==> config.mk <==
export PLATFORM = sky130hd
export DESIGN_NAME = ov7670_capture
export DESIGN_NICKNAME = d
export VERILOG_FILES = /design/src/rtl/ov7670_capture.sv
export SDC_FILE = /design/constraint.sdc
export NUM_CORES = 1
export LEC_CHECK = 0
export ABC_AREA = 1
export CAP_MARGIN = 20
export CORE_MARGIN = 4
export CORE_UTILIZATION = 37
export CTS_CLUSTER_DIAMETER = 100
export DETAILED_ROUTE_END_ITERATION = 8
export PLACE_DENSITY_LB_ADDON = 0.15
export SLEW_MARGIN = 40
export SYNTH_ARGS = -nofsm -noshare
export SYNTH_HDL_FRONTEND = slang
export SYNTH_SLANG_ARGS = --single-unit
==> constraint.sdc <==
create_clock -name clk -period 2.2 [get_ports clk]
set_input_delay 0.44 -clock clk [delete_from_list [all_inputs] [get_ports clk]]
set_output_delay 0.44 -clock clk [all_outputs]
set_load 0.01 [all_outputs]
==> src/rtl/ov7670_capture.sv <==
// ov7670_capture
//   Capture front end for an OV7670 camera running QVGA RGB565, high byte first.
//   The camera bus is asynchronous to clk: every camera signal is brought in
//   through a 2-flop synchroniser, and pclk/vsync/href get a third flop for
//   edge detection. Byte pairs are assembled into 16-bit pixels and written
//   out as a linear frame-buffer stream.
//
// Ports
//   clk          system clock, at least 4x cam_pclk
//   reset        synchronous, active-high
//   capture_en   level enable; only takes effect at frame boundaries
//   cam_pclk     camera pixel clock (sampled as data)
//   cam_vsync    high during vertical blanking
//   cam_href     high during active bytes of a line
//   cam_data     camera byte bus
//   we_out       one-cycle write strobe per captured pixel
//   wAddr_out    y*IMG_WIDTH + x, held while we_out is low
//   wData_out    {first byte, second byte}, held while we_out is low
//   frame_done   one-cycle pulse when a captured frame ends
module ov7670_capture #(
    parameter int IMG_WIDTH  = 320,
    parameter int IMG_HEIGHT = 240
) (
    input  logic                                        clk,
    input  logic                                        reset,
    input  logic                                        capture_en,
    input  logic                                        cam_pclk,
    input  logic                                        cam_vsync,
    input  logic                                        cam_href,
    input  logic [7:0]                                  cam_data,
    output logic                                        we_out,
    output logic [$clog2(IMG_WIDTH*IMG_HEIGHT)-1:0]     wAddr_out,
    output logic [15:0]                                 wData_out,
    output logic                                        frame_done
);

    localparam int AW = $clog2(IMG_WIDTH*IMG_HEIGHT);
    localparam int XW = $clog2(IMG_WIDTH+1);   // must hold IMG_WIDTH (saturation value)
    localparam int YW = $clog2(IMG_HEIGHT+1);

    localparam logic [XW-1:0] X_LIM   = XW'(IMG_WIDTH);
    localparam logic [XW-1:0] X_ONE   = XW'(1);
    localparam logic [YW-1:0] Y_LIM   = YW'(IMG_HEIGHT);
    localparam logic [YW-1:0] Y_ONE   = YW'(1);
    localparam logic [AW-1:0] LB_MAX  = AW'((IMG_HEIGHT-1)*IMG_WIDTH);
    localparam logic [AW-1:0] LB_STEP = AW'(IMG_WIDTH);

    typedef enum logic [1:0] {
        IDLE,
        WAIT_VS_HIGH,
        WAIT_VS_LOW,
        ACTIVE
    } state_t;

    // ------------------------------------------------------------------
    // Synchronisers
    // ------------------------------------------------------------------
    logic       pclk_s1_q, pclk_s2_q, pclk_s3_q;
    logic       vs_s1_q,   vs_s2_q,   vs_s3_q;
    logic       href_s1_q, href_s2_q, href_s3_q;
    logic [7:0] data_s1_q, data_s2_q;

    always_ff @(posedge clk) begin
        if (reset) begin
            pclk_s1_q <= 1'b0; pclk_s2_q <= 1'b0; pclk_s3_q <= 1'b0;
            vs_s1_q   <= 1'b0; vs_s2_q   <= 1'b0; vs_s3_q   <= 1'b0;
            href_s1_q <= 1'b0; href_s2_q <= 1'b0; href_s3_q <= 1'b0;
            data_s1_q <= 8'h00; data_s2_q <= 8'h00;
        end else begin
            pclk_s1_q <= cam_pclk;  pclk_s2_q <= pclk_s1_q; pclk_s3_q <= pclk_s2_q;
            vs_s1_q   <= cam_vsync; vs_s2_q   <= vs_s1_q;   vs_s3_q   <= vs_s2_q;
            href_s1_q <= cam_href;  href_s2_q <= href_s1_q; href_s3_q <= href_s2_q;
            data_s1_q <= cam_data;  data_s2_q <= data_s1_q;
        end
    end

    // href/vsync/data are taken from stage 2 so they line up with pclk_rise.
    logic pclk_rise, vs_rise, href_fall;
    assign pclk_rise = pclk_s2_q & ~pclk_s3_q;
    assign vs_rise   = vs_s2_q   & ~vs_s3_q;
    assign href_fall = ~href_s2_q & href_s3_q;

    // ------------------------------------------------------------------
    // Capture state
    // ------------------------------------------------------------------
    state_t          state_q, state_d;
    logic [XW-1:0]   x_q, x_d;
    logic [YW-1:0]   y_q, y_d;
    logic [AW-1:0]   lb_q, lb_d;          // running y*IMG_WIDTH, avoids a multiplier
    logic            phase_q, phase_d;    // 1 = high byte latched, waiting for low byte
    logic [7:0]      hi_q, hi_d;
    logic            we_q, we_d;
    logic [AW-1:0]   addr_q, addr_d;
    logic [15:0]     data_q, data_d;
    logic            done_q, done_d;

    always_ff @(posedge clk) begin
        if (reset) begin
            state_q <= IDLE;
            x_q     <= '0;
            y_q     <= '0;
            lb_q    <= '0;
            phase_q <= 1'b0;
            hi_q    <= 8'h00;
            we_q    <= 1'b0;
            addr_q  <= '0;
            data_q  <= 16'h0000;
            done_q  <= 1'b0;
        end else begin
            state_q <= state_d;
            x_q     <= x_d;
            y_q     <= y_d;
            lb_q    <= lb_d;
            phase_q <= phase_d;
            hi_q    <= hi_d;
            we_q    <= we_d;
            addr_q  <= addr_d;
            data_q  <= data_d;
            done_q  <= done_d;
        end
    end

    always_comb begin
        state_d = state_q;
        x_d     = x_q;
        y_d     = y_q;
        lb_d    = lb_q;
        phase_d = phase_q;
        hi_d    = hi_q;
        we_d    = 1'b0;
        addr_d  = addr_q;
        data_d  = data_q;
        done_d  = 1'b0;

        case (state_q)
            IDLE: begin
                if (capture_en) state_d = WAIT_VS_HIGH;
            end

            // Waiting for vsync high throws away whatever frame is in flight.
            WAIT_VS_HIGH: begin
                if (vs_s2_q) state_d = WAIT_VS_LOW;
            end

            WAIT_VS_LOW: begin
                if (!vs_s2_q) begin
                    state_d = ACTIVE;
                    x_d     = '0;
                    y_d     = '0;
                    lb_d    = '0;
                    phase_d = 1'b0;
                end
            end

            ACTIVE: begin
                // href is high here and low on a falling edge, so pairing
                // and line end never fire in the same cycle.
                if (pclk_rise && href_s2_q) begin
                    if (!phase_q) begin
                        hi_d    = data_s2_q;
                        phase_d = 1'b1;
                    end else begin
                        phase_d = 1'b0;
                        if (x_q < X_LIM) begin
                            if (y_q < Y_LIM) begin
                                we_d   = 1'b1;
                                addr_d = lb_q + AW'(x_q);
                                data_d = {hi_q, data_s2_q};
                            end
                            x_d = x_q + X_ONE;
                        end
                    end
                end

                // An odd trailing byte is dropped by clearing phase; empty
                // lines (x==0) do not advance y.
                if (href_fall) begin
                    phase_d = 1'b0;
                    if (x_q != '0) begin
                        x_d = '0;
                        if (y_q < Y_LIM)   y_d  = y_q + Y_ONE;
                        if (lb_q < LB_MAX) lb_d = lb_q + LB_STEP;
                    end
                end

                // A pixel completing in this cycle is still written (we_d
                // above), so frame_done never precedes the last write.
                if (vs_rise) begin
                    done_d  = 1'b1;
                    x_d     = '0;
                    y_d     = '0;
                    lb_d    = '0;
                    phase_d = 1'b0;
                    state_d = capture_en ? WAIT_VS_LOW : IDLE;
                end
            end

            default: state_d = IDLE;
        endcase
    end

    assign we_out     = we_q;
    assign wAddr_out  = addr_q;
    assign wData_out  = data_q;
    assign frame_done = done_q;

endmodule

# ---- Word-level counts from Yosys, hierarchy flattened
# Cells that the tools add are included.
dict set report op_classes {
  n_addsub 4
  n_mul 0
  div 0
  n_lt_le_gt_ge 3
  n_eq_ne 12
  shift 0
  muxes 34
  n_bitwise 10
  reduce_logical 13
}
# op n
set ops {}
lappend ops {{$mux W17} 5}
lappend ops {{$mux W9} 7}
lappend ops {{$mux W8} 5}
lappend ops {{$pmux W17 S2} 1}
lappend ops {{$pmux W9 S2} 1}
lappend ops {{$add A17 B9 Y17} 1}
lappend ops {{$add A17 B9 Y17 const B} 1}
lappend ops {{$lt A17 B17 Y1 const B} 1}
lappend ops {{$pmux W8 S2} 1}
lappend ops {{$reduce_and A5 Y1} 3}
lappend ops {{$ne A3 B3 Y1 const B} 4}
lappend ops {{$mux W2} 5}
lappend ops {{$add A9 B1 Y9 const B} 1}
lappend ops {{$lt A9 B9 Y1 const B} 1}
lappend ops {{$reduce_bool A9 Y1} 1}
lappend ops {{$add A8 B1 Y8 const B} 1}
lappend ops {{$lt A8 B8 Y1 const B} 1}
lappend ops {{$ne A2 B2 Y1 const B} 4}
lappend ops {{$pmux W2 S4} 1}
lappend ops {{$mux W1} 7}
lappend ops {{$not A1 Y1} 7}
lappend ops {{$reduce_and A3 Y1} 2}
lappend ops {{$reduce_or A5 Y1} 1}
lappend ops {{$eq A2 B2 Y1 const B} 2}
lappend ops {{other kinds (10)} 12}
dict set report totals {
  ff_bits 105
  latch_bits 0
  ram_bits 0
  rom_bits 0
  output_inout_bits 35
  word_cells 97
  mem_count 0
}

# ---- Depth between registers and ports, before layout
# Gate-level depths: netlist (run 1).
dict set report logic_depth {
  depth_word 8
  depth_mapped 12
  ltp_nobuf 12
}

# ---- Worst setup path before layout (run 1)
# OpenSTA, ideal clock, no wires.
dict set report synth_path {
  path_type {register to register}
  startpoint {register x_q[7]}
  endpoint {register addr_q[15], in the netlist wAddr_out[15]}
  setup_time_ns 0.109
  arrival_ns 1.431
  required_time_ns 2.091
  path_slack_ns 0.660
  stages_incl_launch_ff 11
  period_less_slack_ns 1.540
  cell_sequence {dfxtp_1 > ha_1 > nand2_1 > nand2_1 > inv_1 > o21ai_0 > nand2_1 > nand2_1 > nand3_1 > nand2_1 > inv_1}
}
dict set report synth_between {
  elab_chain_cells 2
  elab_cells_between_ends 3
}
# element line_no
set synth_rtl {}
lappend synth_rtl {{start: declaration} 87} ;# logic [XW-1:0] x_q, x_d;
lappend synth_rtl {{start signal: assignment} 100} ;# x_q <= '0;
lappend synth_rtl {{start signal: assignment} 111} ;# x_q <= x_d;
lappend synth_rtl {{$lt A9 B9 Y1} 164} ;# if (x_q < X_LIM) begin
lappend synth_rtl {{$reduce_and A5 Y1 (no source line)} --}
lappend synth_rtl {{end signal: assignment} 117} ;# addr_q <= addr_d;
lappend synth_rtl {{end: declaration} 93} ;# logic [AW-1:0] addr_q, addr_d;
# Several ways; a longest one is shown, not always the timed one.
# A chain may end at the register's enable or synchronous reset.

# ---- Worst setup path after layout (run 1)
dict set report layout_path {
  startpoint {register vs_s2_q}
  endpoint {register lb_q[9]}
}
dict set report layout_between {
  elab_chain_cells 3
  elab_cells_between_ends 8
}
# element line_no
set layout_rtl {}
lappend layout_rtl {{start: declaration} 59} ;# logic vs_s1_q, vs_s2_q, vs_s3_q;
lappend layout_rtl {{start signal: assignment} 71} ;# vs_s1_q <= cam_vsync; vs_s2_q <= vs_s1_q; vs_s3_q <= vs_s2_q;
lappend layout_rtl {{$and A1 B1 Y1} 80} ;# assign vs_rise = vs_s2_q & ~vs_s3_q;
lappend layout_rtl {{$ne A3 B3 Y1 (no source line) / $mux W17 (equally long branches)} --}
lappend layout_rtl {{$reduce_and A5 Y1 (no source line) / $pmux W17 S2 (equally long branches)} --}
lappend layout_rtl {{end signal: assignment} 113} ;# lb_q <= lb_d;
lappend layout_rtl {{end: declaration} 89} ;# logic [AW-1:0] lb_q, lb_d;
# Several ways; a longest one is shown, not always the timed one.

==> results of run 1 <==
path summary, 6_finish.rpt:
check / startpoint / endpoint / slack, ns / depth (start not counted)
setup reg to reg: vs_s2_q / lb_q[9] / 0.43 / 7
hold reg to reg: data_s1_q[5] / data_s2_q[5] / 0.40 / 2
setup / recovery: vs_s2_q / lb_q[9] / 0.43 / 7
hold / removal: data_s1_q[5] / data_s2_q[5] / 0.40 / 2
cells in the mapped netlist:
library cell and number:
a21oi_4 1, nand2_4 2, o21ai_0 39, ha_1 7, or2_2 4, inv_1 88, nand2_2 5, xor2_1 2
nor2_4 1, buf_2 6, clkbuf_2 1, a21o_1 1, o21ai_2 1, nor3_2 1, nand3b_1 1, nor3_1 6
nand4_1 5, nor2_1 127, nor4_1 1, a31oi_1 1, buf_6 1, nand3_1 51, clkbuf_1 12, nand2_1 140
a21oi_1 42, dfxtp_1 99, inv_2 2, inv_4 1
where the power goes:
group	switching [mW]	internal, mW	total, mW
Sequential	0.0458	1.84	1.88
Clock	0.686	0.797	1.48
Combinational	0.163	0.108	0.271
Total	0.895	2.74	3.64
stage by stage:
step | cell area (um2) | power, mW | setup WS [ns]
floorplan | 4399 | 2.111 | 0.6600
global placement | 5030 | 2.193 | 0.4798
detailed placement | 5030 | 2.197 | 0.4559
CTS | 5305 | 3.688 | 0.4350
global route | 5305 | 3.810 | 0.1807
finish | 5305 | 3.638 | 0.4259
layer usage:
metal  routed length, um  vias up  track usage, %
li1                    -     2106               -
met1                4956     1805           21.93
met2                4319       73           24.35
met3                 553       14           4.267
met4                 187        0           6.728
met5                   0        -               0
cell families after synthesis:
family,count (synthesis)
AO/OA/AOI/OAI,85
buffers and inverters,111
adder cells (fa/ha/maj),7
flip-flops,99
XOR/XNOR,2
AND/OR/NAND/NOR,344
state kept, by name, indices dropped and copies added (netlist names):
signal,flops
lb_q,11
phase_q,1
pclk_s1_q,1
vs_s2_q,1
href_s3_q,1
y_q,8
data_s1_q,8
we_out,1
data_s2_q,8
vs_s3_q,1
state_q,2
frame_done,1
x_q,9
wAddr_out,17
wData_out,16
href_s1_q,1
hi_q,8
vs_s1_q,1
pclk_s2_q,1
href_s2_q,1
pclk_s3_q,1
final cells by class:
type	instances	share of cell area, %
tap	143	3.373
sequential	99	37.36
timing repair buffer	53	10.24
clock buffer	10	4.505
clock inverter	5	0.6840
inverter	91	6.486
multi-input combinational	438	37.36
worst max-delay path, stage by stage (launching register included):
cell and delay [ns]:
dfxtp_1 0.43, nand2_2 0.20, nand2_4 0.16, inv_4 0.09
a21oi_4 0.36, buf_4 0.23, nand3_1 0.08, a21oi_1 0.15
==> results.sh, run 1 <==
export IMPL_outcome="finished, final reports clean"
export IMPL_powerDensity_mw_per_mm2=685.7
export IMPL_seq_area_mm2=0.001982
export IMPL_synth_top_family_by_area="simple AND/OR/NAND/NOR gates"
export IMPL_min_period_over_period_pct=80.64
export IMPL_fmax_mhz=563.7
export IMPL_cts_path_max_buffers=2
export IMPL_leakage_nw=2.270
export IMPL_layout_commonest_cell="nand2_1"
export IMPL_cts_repair_resized=0
export IMPL_tightest_slew_ns=0.5551
export IMPL_clk_pin_slew_ns=0.07
export IMPL_setup_viol=0
export IMPL_slew_headroom_pct=62.89
export IMPL_drc_errors=0
export IMPL_min_period_ns=1.774
export IMPL_num_nets_final=713
export IMPL_synth_cell_types=28
export IMPL_synth_top_area_share_pct=45.05
export IMPL_gp_congestion=0.8796
export IMPL_final_util_pct=46.07
export IMPL_skew_ns=0.006283
export IMPL_peakVddDrop_mv=0.3188
export IMPL_ioPinCount=49
export IMPL_fin_cells=839
export IMPL_syn_area_per_cell_um2=6.789
export IMPL_first_pass_iters=4
export IMPL_antenna_found_initial=0
export IMPL_synth_largest_area_cell="dfxtp_1"
export IMPL_die_w_um=117.0
export IMPL_mostFrequentLayoutCells="nand2_1, nor2_1, dfxtp_1"
export IMPL_synth_mux_area_fraction_pct=0
export IMPL_die_h_um=117.0
export IMPL_clk_insertion_delay_late_ns=0.35
export IMPL_std_cell_rows=39
export IMPL_routed_wl_mm=10.02
export IMPL_drtIter0Drc=199
export IMPL_synth_compound_area_share_pct=10.10
export IMPL_yosysWarningCount=0
export IMPL_tritoncts="done"
export IMPL_cts_root_buf="clkbuf_16"
export IMPL_endpoint_kind="flip-flop"
export IMPL_ctsHoldBuffers=0
export IMPL_ys_seq_elements=99
export IMPL_final_hold_violation_count=0
export IMPL_dpl_cell_count=824
export IMPL_rsz0062_at_grt="no"
export IMPL_grt_pass1_vias=3783
export IMPL_maxSlewViolCount=0
export IMPL_fillers=1192
export IMPL_start_util_pct=38.20
export IMPL_via_count=3998
export IMPL_core_mm2=0.01152
export IMPL_grt_max_degree=49
export IMPL_cts_htree_levels=3
export IMPL_synth_simple_gate_area_share_pct=32.57
export IMPL_area_delta_synth_final_pct=20.59
export IMPL_dieArea_mm2=0.01370
export IMPL_synth_yosys_seq_area_share_pct=45.05
export IMPL_path_max_fanout=12
export IMPL_hpwlAfterDp_mm=7.189
export IMPL_cts_made_buffers=9
export IMPL_worstPathRequired_ns=2.48
export IMPL_post_cts_buffers=0
export IMPL_multi_input_area_mm2=0.001982
export IMPL_synthTopCellsByArea="dfxtp_1, nand2_1, nor2_1"
export IMPL_diodes=0
export IMPL_maxCapViolCount=0
export IMPL_crit_path_start_kind="flip-flop"
export IMPL_synthAdderAreaFrac_pct=1.991
export IMPL_portBuffers=48
export IMPL_clkSinkCount=99
export IMPL_syn_inst=648
export IMPL_holdWs_ns=0.4016
export IMPL_grt_usage_pct=16.15
export IMPL_grt_pass1_wl_mm=17.55
export IMPL_hold_path_class="reg -> reg"
export IMPL_grt_ovfl_total=0
export IMPL_critical_path_class="reg -> reg"
export IMPL_syn_num_nets=669
export IMPL_arrival_ns=2.06
export IMPL_wl_per_cell_um=11.94
export IMPL_detail_route_antenna_nets=0
export IMPL_synthesis_area_mm2=0.004399
export IMPL_via_per_inst=4.765
export IMPL_tns_ns=0
export IMPL_drive_gt1_share_pct=5.460
export IMPL_yosys_area_share_xor_xnor_pct=0.3982
Power figures use the tool's default switching activity.
==> run 2, diff against run 1 <==
clock period = 1.45 ns   (was 2.2 ns; I/O delays follow)
==> run 2 against run 1 <==
Net effect:
- the flow now finishes with violations (setup timing)
- global-route usage grew 0.49 points
- total power is 58% higher
- non-clock buffer count up 76
- final cell count rose by 9.3%
- fmax rose by 12%
- critical endpoint is now wAddr_out[3]
- largest power group unchanged
==> results.sh, run 2 (same netlist as run 1, synthesis figures left out) <==
export IMPL_leakage_nw=2.985
export IMPL_internal_power_mw=4.260
export IMPL_tightest_slew_ns=0.3807
export IMPL_final_hold_violation_count=0
export IMPL_start_util_pct=38.20
export IMPL_post_place_ws_ns=-0.1499
export IMPL_worstPathRequired_ns=1.70
export IMPL_antenna_found_initial=0
export IMPL_drc_errors=0
export IMPL_slew_headroom_pct=74.52
export IMPL_portBuffers=48
export IMPL_peakVddDrop_mv=0.6221
export IMPL_ioPinCount=49
export IMPL_tns_ns=-3.756
export IMPL_dpl_cell_count=890
export IMPL_wl_per_cell_um=12.80
export IMPL_crit_path_start_kind="flip-flop"
export IMPL_drtIter0Drc=291
export IMPL_via_count=4305
export IMPL_arrival_ns=1.83
export IMPL_largest_register_ffs=17
export IMPL_violations="setup timing"
export IMPL_area_delta_synth_final_pct=47.04
export IMPL_cts_made_buffers=9
export IMPL_finalPower_mw=5.754
export IMPL_skew_ns=0.01264
export IMPL_clk_insertion_delay_late_ns=0.35
export IMPL_core_mm2=0.01152
export IMPL_powerDensity_mw_per_mm2=889.6
export IMPL_endpoint_kind="flip-flop"
export IMPL_critical_path_class="reg -> reg"
export IMPL_routed_wl_mm=11.74
export IMPL_grt_max_degree=29
export IMPL_swShare_pct=25.97
export IMPL_grt_usage_pct=16.64
export IMPL_setup_slack_ns=-0.1328
export IMPL_std_cell_rows=39
export IMPL_via_per_inst=4.695
export IMPL_final_util_pct=56.17
export IMPL_outcome="finished, violations left"
export IMPL_hold_path_class="reg -> reg"
export IMPL_cts_root_buf="clkbuf_16"
export IMPL_fmax_mhz=631.8
export IMPL_maxCapViolCount=0
export IMPL_comb_power_share_pct=10.4
export IMPL_first_pass_iters=4
export IMPL_mostFrequentLayoutCells="nand2_1, nor2_1, dfxtp_1"
export IMPL_drive_gt1_share_pct=28.81
export IMPL_dieArea_mm2=0.01370
export IMPL_clk_pin_slew_ns=0.08
export IMPL_cts_htree_levels=3
export IMPL_gp_congestion=0.8578
export IMPL_grt_pass1_vias=3984
export IMPL_grt_ovfl_total=0
export IMPL_clockPowerShare_pct=40.2
export IMPL_layout_commonest_cell="nand2_1"
export IMPL_rsz0062_at_grt="yes"
export IMPL_maxSlewViolCount=0
export IMPL_hpwlAfterDp_mm=8.015
export IMPL_seq_power_share_pct=49.4
export IMPL_detail_route_antenna_nets=0
export IMPL_p_sw_mw=1.494
export IMPL_setup_viol=52
export IMPL_die_h_um=117.0
export IMPL_cts_path_max_buffers=2
export IMPL_min_period_over_period_pct=109.2
export IMPL_grt_pass1_wl_mm=18.07
export IMPL_clkSinkCount=99
export IMPL_path_max_fanout=7
export IMPL_tritoncts="done"
export IMPL_diodes=0
export IMPL_fin_cells=917
export IMPL_min_period_ns=1.583
export IMPL_num_nets_final=790
export IMPL_die_w_um=117.0
## run 2: repair_timing
action                     in CTS  in global routing
gates cloned                    0                  7
resized for setup              76                138
pin swaps                      19                 45
setup buffers                   2                  2
hold buffers                    0                  0
setup endpoints to repair      95                 65
## run 2: power groups by stage
stage	Sequential, mW	Combinational [mW]	Clock (mW)
after floorplan	2.90	0.299	0
after global placement	2.90	0.519	0
after detailed placement	2.90	0.529	0
after CTS	2.84	0.545	2.39
after global routing	2.85	0.670	2.51
final	2.84	0.598	2.31
## run 2: stage by stage
stage               hold slack [ns]  instance area, um2
global placement             0.3910                5532
detailed placement           0.3947                5532
finish                       0.3992                6469
CTS                          0.3993                5909
floorplan                    0.3883                4405
global route                 0.4202                6469
## run 2: final cells by class
type / count / area (um2)
fillers: 1106 / 5047
multi-input cells: 439 / 2435
flip-flops and latches: 99 / 1999
repair buffers: 129 / 1210
inverters: 91 / 356.6
clock buffers: 10 / 229.0
well taps: 143 / 178.9
clock inverters: 6 / 60.06
## run 2: path summary, 6_finish.rpt
check	from	end	slack [ns]	cells after the start
worst max-delay path	x_q[7]	wAddr_out[3]	-0.13	7
worst min-delay path	data_s1_q[3]	data_s2_q[3]	0.40	2
worst min register to register	data_s1_q[3]	data_s2_q[3]	0.40	2
worst max register to register	x_q[7]	wAddr_out[3]	-0.13	7
## run 2: critical path, stage by stage (launching register included)
cell	delay, ns
dfxtp_4	0.37
nor2_4	0.15
nor2_4	0.07
nor3_4	0.21
nand3_4	0.22
clkbuf_16	0.24
o21ai_2	0.14
nor2_1	0.06
## run 2: layer usage
layer | GRT usage, % | vias to the layer above | share of wire (%)
li1 | - | 2259 | -
met1 | 22.93 | 1956 | 48
met2 | 26.05 | 78 | 47
met3 | 2.828 | 12 | 3.7
met4 | 6.498 | 0 | 1.5
met5 | 0 | - | 0
